### config.mk
export PLATFORM = sky130hd
export DESIGN_NAME = spi_controller_flat
export DESIGN_NICKNAME = d
export VERILOG_FILES = /design/src/rtl/spi_controller_if.sv /design/src/rtl/spi_controller.sv /design/src/flat_wrapper.sv
export SDC_FILE = /design/constraint.sdc
export NUM_CORES = 1
export LEC_CHECK = 0
export CORE_ASPECT_RATIO = 0.7
export CORE_UTILIZATION = 52
export DETAILED_ROUTE_END_ITERATION = 10
export GPL_TIMING_DRIVEN = 0
export PLACE_DENSITY = 0.78
export SYNTH_ARGS = -nofsm -noshare
export SYNTH_HDL_FRONTEND = slang
export SYNTH_SLANG_ARGS = --single-unit
### constraint.sdc
create_clock -name clk -period 2.5 [get_ports clk]
set_clock_uncertainty 0.05 [all_clocks]
set_input_delay 0.5 -clock clk [delete_from_list [all_inputs] [get_ports clk]]
set_output_delay 0.5 -clock clk [all_outputs]
set_load 0.1 [all_outputs]
### src/rtl/spi_controller_if.sv
// System-side register interface of the SPI controller: transfer request,
// transmit word, received word and status flags.
interface spi_controller_if #(
  parameter int WIDTH = 8
);
  logic             start;
  logic [WIDTH-1:0] txData;
  logic [WIDTH-1:0] rxData;
  logic             busy;
  logic             done;

  // Host side: issues requests and reads back status/results.
  modport master (
    output start, txData,
    input  rxData, busy, done
  );

  // Controller side: accepts requests and reports results.
  modport slave (
    input  start, txData,
    output rxData, busy, done
  );
endinterface

### src/rtl/spi_controller.sv
// SPI mode-0 master: shifts one WIDTH-bit word out on mosi (MSB first) while
// capturing the peripheral's word on miso. sclk idles low; mosi changes only
// at frame start or on falling sclk, so it is stable on every rising edge.
module spi_controller #(
  parameter int WIDTH  = 8,
  parameter int CLKDIV = 2
) (
  input  logic              clk,
  input  logic              rst_n,
  spi_controller_if.slave   bus,
  output logic              sclk,
  output logic              cs_n,
  output logic              mosi,
  input  logic              miso
);

  localparam logic [1:0] IDLE  = 2'd0;
  localparam logic [1:0] SETUP = 2'd1;
  localparam logic [1:0] XFER  = 2'd2;
  localparam logic [1:0] HOLD  = 2'd3;

  // CLKDIV=1 still needs a one-bit counter so the compare below stays legal.
  localparam int DIV_W = (CLKDIV > 1) ? $clog2(CLKDIV) : 1;
  localparam int BIT_W = (WIDTH > 1) ? $clog2(WIDTH) : 1;

  logic [1:0]       state;
  logic [DIV_W-1:0] div_cnt;
  logic [BIT_W-1:0] bit_cnt;
  logic [WIDTH-1:0] tx_shift;
  logic [WIDTH-1:0] rx_shift;
  logic [WIDTH-1:0] rx_data;
  logic             busy;
  logic             done;
  logic             tick;

  // A tick marks the end of one sclk half-period; every state change but
  // the initial acceptance happens on a tick.
  assign tick = (state != IDLE) && (div_cnt == DIV_W'(CLKDIV - 1));

  assign bus.rxData = rx_data;
  assign bus.busy   = busy;
  assign bus.done   = done;

  // Half-period divider: held at zero while idle, wraps on every tick.
  always_ff @(posedge clk or negedge rst_n) begin
    // NOTE: registers use non-blocking assignments so every flop samples the
    // pre-edge value of its inputs regardless of statement order.
    if (!rst_n) begin
      div_cnt <= '0;
    end else if (state == IDLE || tick) begin
      div_cnt <= '0;
    end else begin
      div_cnt <= div_cnt + 1'b1;
    end
  end

  // Frame sequencer: owns the pins, the shift registers and the status flags.
  always_ff @(posedge clk or negedge rst_n) begin
    if (!rst_n) begin
      state    <= IDLE;
      bit_cnt  <= '0;
      tx_shift <= '0;
      rx_shift <= '0;
      rx_data  <= '0;
      sclk     <= 1'b0;
      cs_n     <= 1'b1;
      mosi     <= 1'b0;
      busy     <= 1'b0;
      done     <= 1'b0;
    end else begin
      done <= 1'b0;
      case (state)
        IDLE: begin
          if (bus.start) begin
            state    <= SETUP;
            tx_shift <= bus.txData;
            mosi     <= bus.txData[WIDTH-1];
            cs_n     <= 1'b0;
            busy     <= 1'b1;
            bit_cnt  <= '0;
            rx_shift <= '0;
          end
        end
        SETUP: begin
          // End of the setup half-period is the first rising sclk edge.
          if (tick) begin
            sclk     <= 1'b1;
            rx_shift <= {rx_shift[WIDTH-2:0], miso};
            state    <= XFER;
          end
        end
        XFER: begin
          if (tick) begin
            if (!sclk) begin
              sclk     <= 1'b1;
              rx_shift <= {rx_shift[WIDTH-2:0], miso};
            end else begin
              sclk <= 1'b0;
              if (bit_cnt == BIT_W'(WIDTH - 1)) begin
                // Last bit already sampled; mosi keeps its value into HOLD.
                state <= HOLD;
              end else begin
                tx_shift <= tx_shift << 1;
                mosi     <= tx_shift[WIDTH-2];
                bit_cnt  <= bit_cnt + 1'b1;
              end
            end
          end
        end
        HOLD: begin
          if (tick) begin
            state   <= IDLE;
            cs_n    <= 1'b1;
            mosi    <= 1'b0;
            busy    <= 1'b0;
            done    <= 1'b1;
            rx_data <= rx_shift;
          end
        end
        default: state <= IDLE;
      endcase
    end
  end

endmodule

### src/flat_wrapper.sv
// flat-port wrapper written by rule: the top's interface ports become plain ports
module spi_controller_flat 
#(
  parameter int WIDTH  = 8,
  parameter int CLKDIV = 2
)
  (clk, rst_n, sclk, cs_n, mosi, miso, bus_start, bus_txData, bus_rxData, bus_busy, bus_done);
  spi_controller_if #(.WIDTH(WIDTH)) bus_i ();
  input  logic clk;
  input  logic rst_n;
  output logic sclk;
  output logic cs_n;
  output logic mosi;
  input  logic miso;
  input wire logic [$bits(bus_i.start)-1:0] bus_start;
  input wire logic [$bits(bus_i.txData)-1:0] bus_txData;
  output wire logic [$bits(bus_i.rxData)-1:0] bus_rxData;
  output wire logic [$bits(bus_i.busy)-1:0] bus_busy;
  output wire logic [$bits(bus_i.done)-1:0] bus_done;
  assign bus_i.start = bus_start;
  assign bus_i.txData = bus_txData;
  assign bus_rxData = bus_i.rxData;
  assign bus_busy = bus_i.busy;
  assign bus_done = bus_i.done;
  spi_controller #(.WIDTH(WIDTH), .CLKDIV(CLKDIV)) u_core (.clk(clk), .rst_n(rst_n), .bus(bus_i), .sclk(sclk), .cs_n(cs_n), .mosi(mosi), .miso(miso));
endmodule
==> flow_metrics.tcl <==
set metrics [dict create \
    chipWidth_um 67.6 \
    final_period_minus_worst_setup_slack_ns 2.40 \
    timing_hold_violations_final 0 \
    io_buffers 24 \
    viasPerCell 5.09 \
    drt_pre_antenna_iters 4 \
    drt-total-wl_um 2860 \
    detail-route-antenna-nets 0 \
    gr-usage-all-layers_pct 20.9 \
    cts.reportedPaths.clkPinSlew_ns 0.07 \
    numCtsBuffers 5 \
    die-height_um 47.9 \
    final_cell_count_no_fill 224 \
    syn_area_per_cell_um2 10.0 \
    finalSetupViolations 0 \
    synth_edf_count 0 \
    core-area_um2 2820 \
    n_antenna_cell 0 \
    path_cells "clkdlybuf4s50_1" \
    cts_post_setup_buffers_inserted 0 \
    number_of_global_route_vias_before_repair 1065 \
    rsz_0062_raised_after_global_routing "no" \
    crit_buf_inv 1 \
    slew_viol_final 0 \
    place_hpwl_um 2120 \
    clock_insertion_delay_worst_skew_ns 0.28 \
    tns_ns 0 \
    rows 16 \
    dominantRegCellSynth "dfrtp_1" \
    timing.critical_path.to_type "primary output" \
    cts_buffer_depth 2 \
    drive_above_1_share_pct 6.91 \
    synth_cells 156 \
    min_path_type "in -> async" \
    dieArea_um2 3240 \
    seq_area_frac_synth_pct 54.3 \
    cts_sinks 34 \
    max_clock_freq_mhz 416 \
    maxCapViolations 0 \
    ys_seq_elements 34 \
    cts_hold_buf 0 \
    pin_count 25 \
    critical_path_rt_ns 1.95 \
    timing.final.ws_setup_ns 0.0956 \
    maxSlewHeadroom_pct 34.5 \
    synth.net_count 175 \
    setup.worst_path.start_class "flop" \
    antenna_found_initial 0 \
    cts.root.buffer_cell "clkbuf_8" \
    dpl_worst_slack_ns 0.304 \
    design.final.nets 206 \
    grt_start_max_net_pins 35 \
    grt_pass1_wl_um 4690 \
    cts_resizes 1 \
    htreeDepth 2 \
    vias 1140 \
    post-place-cells 216 \
    worstPathArrival_ns 1.85 \
    result_of_the_run "finished clean" \
    commonest_non_fill_non_tap_cells_in_the_layout "nand2_1 (34), dfrtp_1 (33), clkdlybuf4s50_1 (22)" \
    most_common_cell_after_layout_fill_and_taps_aside "nand2_1" \
    ys_async_sr_fraction_pct 100 \
    grt-ovfl-total 0 \
    worst-path-max-fanout 5 \
    drt-initial-drc-count 57 \
    critical-path-slowest-cell "clkdlybuf4s50_1" \
    worst_path_largest_cell_delay_ns 1.16 \
    cts_tree "built" \
    starting_density_of_the_core_pct 55.5 \
    drt_drc_violations_left 0 \
    timing_worst_setup_path_type "reg -> out" \
    timing.critical_path.max_delay_family "buffers and inverters" \
    timing.final.crit_share_pct 96.2 \
    synthToLayoutAreaGrowth_pct 24.8 \
    routabilityCongestion 0.795 \
    synth_area_um2 1570 \
    worst_slew_pin_slew_ns 0.979 \
    synthesis.yosys.warnings 0 \
    synth_cell_types 24 \
    routed_wire_length_per_instance_um 12.8 \
]
-- final cells by class --
cell class              count  area (um^2)
flip-flops and latches     34          852
multi-input cells         103          641
well taps                  36         45.0
clock buffers               8          110
repair buffers             24          234
fillers                   213          866
plain buffers               6         26.3
inverters                  13         48.8
-- flip-flops by register name (all words and copies together) (netlist names) --
| signal | cells |
|---|---|
| u_core.div_cnt | 1 |
| u_core.tx_shift | 7 |
| u_core.mosi | 1 |
| u_core.bus.rxData | 8 |
| u_core.state | 2 |
| u_core.rx_shift | 8 |
| u_core.bus.busy | 1 |
| u_core.bit_cnt | 3 |
| u_core.cs_n | 1 |
| u_core.bus.done | 1 |
| u_core.sclk | 1 |
-- per-layer routing --
layer | wire [um] | global-route usage (%)
met1 | 1360 | 25.6
met2 | 1360 | 34.3
met3 | 108 | 8.57
met4 | 24 | 6.38
met5 | 0 | 0
-- through the flow --
stage / instance area (um^2) / hold slack [ns] / utilization, %
final: 1960 / 0.223 / 69.3
after global routing: 1960 / 0.283 / 69.3
after CTS: 1960 / 0.249 / 69.3
after detailed placement: 1850 / 0.425 / 65.5
after global placement: 1850 / 0.397 / 65.6
after floorplan: 1570 / 0.154 / -
-- worst register-to-register path: cells and delay by family, from the launching register on --
family,cells,cell delay [ns]
fa+ha+maj,1,0.32
buf+inv,2,0.32
flops,1,0.39
compound gates,2,0.40
simple gates,2,0.38
-- path summary, 6_finish.rpt --
check	startpoint	end	slack [ns]	cells past startpoint
worst max-delay path	u_core.sclk$_DFFE_PN0P_	sclk	0.1	1
worst min-delay path	rst_n	u_core.tx_shift[6]$_DFFE_PN0P_	0.22	1
worst max register to register	u_core.state[0]$_DFFE_PN0P_	u_core.tx_shift[1]$_DFFE_PN0P_	0.51	7
worst min register to register	u_core.tx_shift[4]$_DFFE_PN0P_	u_core.tx_shift[4]$_DFFE_PN0P_	0.43	2
max in group asynchronous	rst_n	u_core.tx_shift[5]$_DFFE_PN0P_	1.71	1
min in group clk	u_core.tx_shift[4]$_DFFE_PN0P_	u_core.tx_shift[4]$_DFFE_PN0P_	0.43	2
-- cells in the mapped netlist, types with 4 or more instances --
cell / count / area share [%]
nor2_1: 8 / 1.9
inv_1: 13 / 3.1
mux2i_1: 15 / 9.6
dfrtp_1: 33 / 53
a21oi_1: 4 / 1.3
nand2b_1: 4 / 1.6
nand2_1: 34 / 8.1
ha_1: 7 / 5.6
o21ai_0: 20 / 6.4
clkbuf_1: 4 / 0.96
-- kinds of logic (layout without fill, tap and decap cells) --
group | after synthesis | count (layout) | synth area share (%)
simple gates | 49 | 49 | 13.6
compound gates | 30 | 30 | 10.7
fa+ha+maj | 7 | 7 | 5.59
buf+inv | 19 | 51 | 4.79
flops | 34 | 34 | 54.3
mux | 17 | 17 | 11.0
Power is left out: the tool's default activity adds up to more than one toggle a clock period on the data nets, which glitch-free logic cannot reach.
